`src/rtl/ls_mem_queue.sv`:
```
// Mem-stage load/store queue: buffers requests from Ex/Mem and issues them in order to the SDRAM
// controller over a req/ack handshake, returning load data and tag to Mem/WB.
module ls_mem_queue #(
  parameter int unsigned DEPTH  = 4,
  parameter int unsigned ADDR_W = 25,
  parameter int unsigned DATA_W = 8,
  parameter int unsigned TAG_W  = 5
) (
  input  logic              clk,
  input  logic              rst,
  input  logic              req_valid,
  input  logic              req_r_nW,
  input  logic [ADDR_W-1:0] req_addr,
  input  logic [DATA_W-1:0] req_data,
  input  logic [TAG_W-1:0]  req_tag,
  output logic              stall,
  output logic              overflow,
  output logic              sd_req,
  output logic              sd_r_nW,
  output logic [ADDR_W-1:0] sd_addr,
  output logic [DATA_W-1:0] sd_wdata,
  input  logic              sd_ack,
  input  logic              sd_rvalid,
  input  logic [DATA_W-1:0] sd_rdata,
  output logic              wb_valid,
  output logic [DATA_W-1:0] wb_data,
  output logic [TAG_W-1:0]  wb_tag
);

  localparam int unsigned PTR_W = (DEPTH > 1) ? $clog2(DEPTH) : 1;
  localparam int unsigned CNT_W = $clog2(DEPTH + 1);

  typedef struct packed {
    logic              r_nw;
    logic [ADDR_W-1:0] addr;
    logic [DATA_W-1:0] data;
    logic [TAG_W-1:0]  tag;
  } entry_t;

  typedef enum logic [1:0] {IDLE, ISSUE, WAIT_DATA} state_t;

  entry_t           mem [DEPTH];
  entry_t           entry;
  entry_t           head;
  logic [PTR_W-1:0] rd_ptr;
  logic [PTR_W-1:0] wr_ptr;
  logic [CNT_W-1:0] count;
  logic [CNT_W-1:0] next_count;
  logic             push;
  logic             pop;
  logic             wb_fire;
  state_t           state;
  state_t           next_state;

  assign entry = {req_r_nW, req_addr, req_data, req_tag};
  assign head  = mem[rd_ptr];
  assign push  = req_valid && (count < CNT_W'(DEPTH));

  always_comb begin
    next_count = count;
    if (push && !pop)
      next_count = count + CNT_W'(1);
    else if (pop && !push)
      next_count = count - CNT_W'(1);
  end

  // Storage carries no reset; validity is tracked by count.
  always_ff @(posedge clk) begin
    if (push)
      mem[wr_ptr] <= entry;
  end

  // Pointers wrap naturally since DEPTH is a power of two; a full-queue request is dropped.
  always_ff @(posedge clk) begin
    if (rst) begin
      rd_ptr   <= '0;
      wr_ptr   <= '0;
      count    <= '0;
      stall    <= 1'b0;
      overflow <= 1'b0;
    end else begin
      if (push)
        wr_ptr <= wr_ptr + PTR_W'(1);
      if (pop)
        rd_ptr <= rd_ptr + PTR_W'(1);
      count <= next_count;
      stall <= (next_count >= CNT_W'(DEPTH - 1));
      if (req_valid && !push)
        overflow <= 1'b1;
    end
  end

  always_ff @(posedge clk) begin
    if (rst)
      state <= IDLE;
    else
      state <= next_state;
  end

  always_comb begin
    next_state = state;
    case (state)
      IDLE:      if (count != '0) next_state = ISSUE;
      ISSUE:     if (sd_ack) next_state = head.r_nw ? WAIT_DATA : IDLE;
      WAIT_DATA: if (sd_rvalid) next_state = IDLE;
      default:   next_state = IDLE;
    endcase
  end

  always_comb begin
    pop     = 1'b0;
    wb_fire = 1'b0;
    case (state)
      ISSUE:     pop = sd_ack && !head.r_nw;
      WAIT_DATA: begin
        pop     = sd_rvalid;
        wb_fire = sd_rvalid;
      end
      default: begin
        pop     = 1'b0;
        wb_fire = 1'b0;
      end
    endcase
  end

  // Command fields load from the head when entering ISSUE and stay stable while it is held.
  always_ff @(posedge clk) begin
    if (rst) begin
      sd_req   <= 1'b0;
      sd_r_nW  <= 1'b0;
      sd_addr  <= '0;
      sd_wdata <= '0;
      wb_valid <= 1'b0;
      wb_data  <= '0;
      wb_tag   <= '0;
    end else begin
      sd_req <= (next_state == ISSUE);
      if (next_state == ISSUE) begin
        sd_r_nW  <= head.r_nw;
        sd_addr  <= head.addr;
        sd_wdata <= head.data;
      end else begin
        sd_r_nW  <= 1'b0;
        sd_addr  <= '0;
        sd_wdata <= '0;
      end
      wb_valid <= wb_fire && (head.tag != '0);
      if (wb_fire) begin
        wb_data <= sd_rdata;
        wb_tag  <= head.tag;
      end
    end
  end

endmodule

```
`config.mk`:
```
export PLATFORM = sky130hd
export DESIGN_NAME = ls_mem_queue
export DESIGN_NICKNAME = d
export VERILOG_FILES = /design/src/rtl/ls_mem_queue.sv
export SDC_FILE = /design/constraint.sdc
export NUM_CORES = 1
export LEC_CHECK = 0
export CORE_UTILIZATION = 49
export DETAILED_ROUTE_END_ITERATION = 10
export GPL_TIMING_DRIVEN = 0
export HOLD_SLACK_MARGIN = 0.03
export PLACE_DENSITY_LB_ADDON = 0.2
export SLEW_MARGIN = 20
export SYNTH_ARGS = -nofsm -noshare
export SYNTH_HDL_FRONTEND = slang
export SYNTH_SLANG_ARGS = --single-unit
```
`constraint.sdc`:
```
create_clock -name clk -period 2.44 [get_ports clk]
set_input_delay 0.366 -clock clk [delete_from_list [all_inputs] [get_ports clk]]
set_output_delay 0.366 -clock clk [all_outputs]
set_load 0.05 [all_outputs]
```
[After elaboration in Yosys (flattened, before gate mapping)]
Memories as Yosys holds them, arrays and structs flattened. A register that Yosys moved wholly into a read port is not among the register bits.
Cells that the tools add are included.
Storage, ports and cells
  logic and storage cells: 50
  RAM bits: 156
  memories: 1
  register bits after elaboration: 60
Memories
  mem: words 4, bits a word 39, rd ports 1, clocked after memory_dff 1, wr ports 1, line 42  | entry_t mem [DEPTH];
Cells by class
  reduce and logical (&&, ||, !) cells: 13
  add/sub/neg operators: 4
  muxes and demuxes: 13
  eq/ne operators: 3
  bitwise logic cells: 1
  $lt $le $gt $ge: 2
Operator list (count)
  $mux W2: 6
  $logic_and A1 B1 Y1: 6
  $mux W3: 2
  $pmux W2 S3: 1
  $reduce_bool A5 Y1: 1
  $add A2 B1 Y2 const B: 2
  $eq A2 B1 Y1 const B: 2
  $add A3 B1 Y3 const B: 1
  $ge A3 B2 Y1 const B: 1
  $logic_not A1 Y1: 3
  $lt A3 B3 Y1 const B: 1
  $mux W1: 3
  $reduce_bool A3 Y1: 1
  $sub A3 B1 Y3 const B: 1
  $eq A2 B2 Y1 const B: 1
  $logic_not A2 Y1: 1
  $pmux W1 S2: 1
  $reduce_or A2 Y1: 1
  $not A1 Y1: 1

[Depth between registers and ports, before layout]
  depth after elaboration: 7
  depth in mapped cells: 8

[Least setup slack after synthesis]
OpenSTA, ideal clock, no wires.
  path type: input to register
  start: input port req_valid
  end: memory mem[1][0] (netlist bit) (enable)
  data arrival time: 1736 ps
  setup slack: 304 ps
  setup time: 400 ps
  stages: 3
  buffers on the path: 1
  cells stage by stage: nor2b_1 -> clkbuf_1 -> and2_1
Between the ends
  longest elaborated chain between the ends: 3
Ends and longest elaborated chain
  start: declaration: line 11  | input logic req_valid,
  $logic_and A1 B1 Y1: line 57  | assign push = req_valid && (count < CNT_W'(DEPTH));
  $mux W1: line 69  | if (push)
  $mux W1 (not written as such): line 70  | mem[wr_ptr] <= entry;
  end: declaration: line 42
No other way between the ends.

[Final worst setup path]
  start: register wb_tag[3]
  end: output port wb_tag[3]
RTL lines
  start: declaration: line 27  | output logic [TAG_W-1:0] wb_tag
  start signal: assignment: line 150  | wb_tag <= head.tag;
No word-level cell between the ends.

==> run_results.csv <==
group,metric,value,unit
cts,clk_latency,0.49,ns
cts,cts_buffer_depth,3,
drt,drc,0,
yosys,ys_types,39,
sta,timing.final.crit_share,83.3,%
setup_path,cp-startpoint,"wb_tag[3]",
cells_and_area,postLayoutCoreUtil,63.5,%
floorplanning,chipWidth,131,um
floorplanning,dieArea,17000,sq um
cts,htree_levels,1,
sta,finalSetupViolCount,0,
drt,routed_via_density,5.10,
cts,cts_sinks,218,
yosys,synth_flop_cell,"edfxtp_1",
yosys,synth_largest_area_cell,"edfxtp_1",
setup_path,start_kind,"flop",
setup_path,critPathTopFamily,"buffers and inverters",
yosys,syn_inst,437,
global_routing,grt_pass1_vias,4253,
sta,hold_viol,0,
cells_and_area,nFillCells,1190,
yosys,synth_top_area_share,57.9,%
floorplanning,die_y,131,um
sta,finClkSkew,0.00777,ns
pwr,p_leak,3.44,nW
setup_path,critPathKind,"flop to output pin",
yosys,synth_edf_count,156,
cts,cts.repair.resized,0,
global_routing,antenna_found_initial,0,
cts,cts-root-buf,"clkbuf_16",
yosys,ys_async_sr_fraction,0,%
pwr,irDropWorstVdd,0.000813,V
drt,ant_nets,0,
yosys,synth_seq_cells,218,
drt,wire_per_inst,17.6,um
sta,rsz0062_at_grt,"no",
setup_path,crit_cells,1,
setup_path,crit_required,2.07,ns
global_routing,grtUsageTotal,17.5,%
setup_path,crit_path_end_kind,"output pin",
sta,fin_crit,2.03,ns
global_routing,grt_max_degree,40,
yosys,synth_fp_nets,500,
setup_path,cp_max_fo,2,
outcome,status,"finished, final reports clean",
setup_path,critPathCapture,"wb_tag[3]",
pwr,combPwrFrac,22.4,%
cts,cts_setup_buffers,0,
pwr,seqPwrFrac,43.8,%
cts,cts_hold_buf,0,
drt,vias,4057,
run,maxCapViolations,0,
cells_and_area,drive_gt1_share,21.7,%
drt,firstDrtPassIters,4,
global_routing,grt_pass1_wl,22300,um
setup_path,cp_num_buf_inv,1,
setup_path,r2r_cells,4,
placed_design,portBuffers,101,
pwr,power_density,1020,nW/um^2
setup_path,cp_slowest_cell,"clkdlybuf4s50_1",
setup_path,max_stage_delay,0.82,ns
setup_path,worstPathCellList,"clkdlybuf4s50_1",
pwr,swShare,27.8,%
hold_path,hp-class,"input pin to flop",
setup_path,reg2reg_to,"sd_addr[4]",
sta,slew_headroom,55.1,%
setup_path,critPathArrivalTime,1.67,ns
cts,cts_tree,"yes",
yosys,synthMostInstantiatedCell,"edfxtp_1",
yosys,synthTopCellsByArea,"edfxtp_1 (58%), dfxtp_1 (15%), mux4_2 (11%), nor2b_4 (3.4%), ha_1 (1.7%)",
setup_path,rrSetupSlack,0.47,ns
yosys,synthTopCellsByCount,"edfxtp_1 (156), dfxtp_1 (62), mux4_2 (39)",
drt,first_iter_violations,169,
pwr,clkPwrFrac,33.7,%
yosys,seq_area_frac_synth,73.2,%
pwr,p_sw,2.88,mW
placed_design,dp_slack,-0.0757,ns
cells_and_area,area_growth,25.5,%
sta,max_clock_freq,0.492,GHz
sta,slew_violations,0,
cts,numCtsBuffers,23,
yosys,syn_avg_cell_area,18.5,sq um
yosys,netlist_area,8090,sq um
pwr,power.internal,7.46,mW
sta,final.setup.worst_slack,0.407,ns
floorplanning,rows,46,
floorplanning,start_util,50.6,%
floorplanning,core,16000,sq um
cells_and_area,antennaDiodeCount,0,
floorplanning,io_pins,103,
placed_design,post-dp-hpwl,8520,um
cts,path_clk_slew,0.06,ns
drt,drt_wl_total,14000,um
global_routing,grt_overflow,0,
yosys,synth-warning-count,0,
placed_design,globalplace.congestion,0.801,
sta,worst_pin_slew,0.674,ns
cells_and_area,nets,626,
power by group through the flow:
| stage | Sequential (mW) | Clock, mW | Combinational, mW |
|---|---|---|---|
| global placement | 4.61 | 0 | 2.31 |
| finish | 4.53 | 3.49 | 2.32 |
| CTS | 4.54 | 3.58 | 2.35 |
| floorplan | 5.24 | 0 | 0.980 |
| detailed placement | 4.61 | 0 | 2.35 |
| global route | 4.57 | 3.72 | 2.48 |
per-stage QoR:
step           hold slack [ns]  cell area (sq um)  cells  total power [mW]  setup TNS (ns)
2_1_floorplan            0.465               8090    437              6.22               0
5_1_grt                  0.280              10200    796              10.8               0
3_5_place_dp             0.449               9390    754              6.96           -9.51
3_3_place_gp             0.443               9380    754              6.92         -184.64
6_report                 0.251              10200    796              10.3               0
4_1_cts                  0.243              10200    796              10.5               0
metal layers:
metal / part of all wire (%) / up-vias / GRT usage, %
li1: - / 1901 / -
met1: 41 / 2043 / 21.7
met2: 53 / 96 / 31.3
met3: 5.3 / 17 / 3.87
met4: 1.2 / 0 / 4.60
met5: 0 / - / 0
worst min-delay path by stage:
| stage | depth (start not counted) | startpoint | end |
|---|---|---|---|
| 6_report | 2 | rst | wb_data[5] |
| 5_1_grt | 2 | rst | wb_data[5] |
| 3_3_place_gp | 2 | wb_data[2] | wb_data[2] |
| 3_5_place_dp | 2 | wb_tag[2] | wb_tag[2] |
| 4_1_cts | 2 | rst | wb_data[5] |
| 2_1_floorplan | 0 | req_tag[0] | mem[0][0] |
cell type report:
class	instances	area (sq um)	area share, %
clock inverter	14	151	1.49
clock buffer	28	624	6.14
timing repair buffer	101	1010	9.95
sequential	218	5930	58.3
multi-input combinational	189	2010	19.8
inverter	11	41.3	0.406
buffer	19	128	1.26
tap	216	270	2.66
cells by family (layout without fill, tap and decap cells):
family | Yosys count | count (layout) | synth area share [%]
flops | 218 | 218 | 73.2
simple gates | 97 | 97 | 8.52
mux | 43 | 43 | 11.4
compound gates | 33 | 33 | 2.57
buf+inv | 30 | 173 | 2.09
fa+ha+maj | 11 | 11 | 1.70
xor+xnor | 5 | 5 | 0.541
cells in the final DEF (no fill, tap or decap), types with 2 or more instances in the layout:
cell	Yosys	routed
mux2i_1	2	2
and2_1	7	3
clkinv_2	0	6
nor2b_2	9	9
inv_1	11	11
nor3_1	2	2
buf_12	2	2
nor2_1	11	11
nor2b_1	7	7
bufinv_16	0	3
clkbuf_1	10	12
edfxtp_1	156	156
clkbuf_16	0	23
xor2_1	2	2
a21oi_1	17	17
nor2b_4	20	20
o31ai_1	3	3
and3b_1	2	2
ha_1	11	11
xnor2_1	3	3
mux4_2	39	39
clkbuf_8	0	3
clkinv_1	0	3
buf_2	4	4
buf_6	2	2
nand3_1	2	2
dfxtp_1	62	62
nand3b_1	3	3
clkdlybuf4s50_1	0	101
nand2_1	31	31
o21ai_0	4	4
and2_4	0	4
mux2_2	2	2
flip-flops by register name, indices dropped and copies added, names as in the netlist, named ones only:
name / cells
sd_r_nW: 1
wb_data: 8
state: 2
overflow: 1
sd_addr: 25
sd_req: 1
stall: 1
rd_ptr: 2
sd_wdata: 8
wr_ptr: 2
wb_tag: 5
mem: 156
wb_valid: 1
count: 3
No activity file was read; power rests on OpenSTA's default activity.
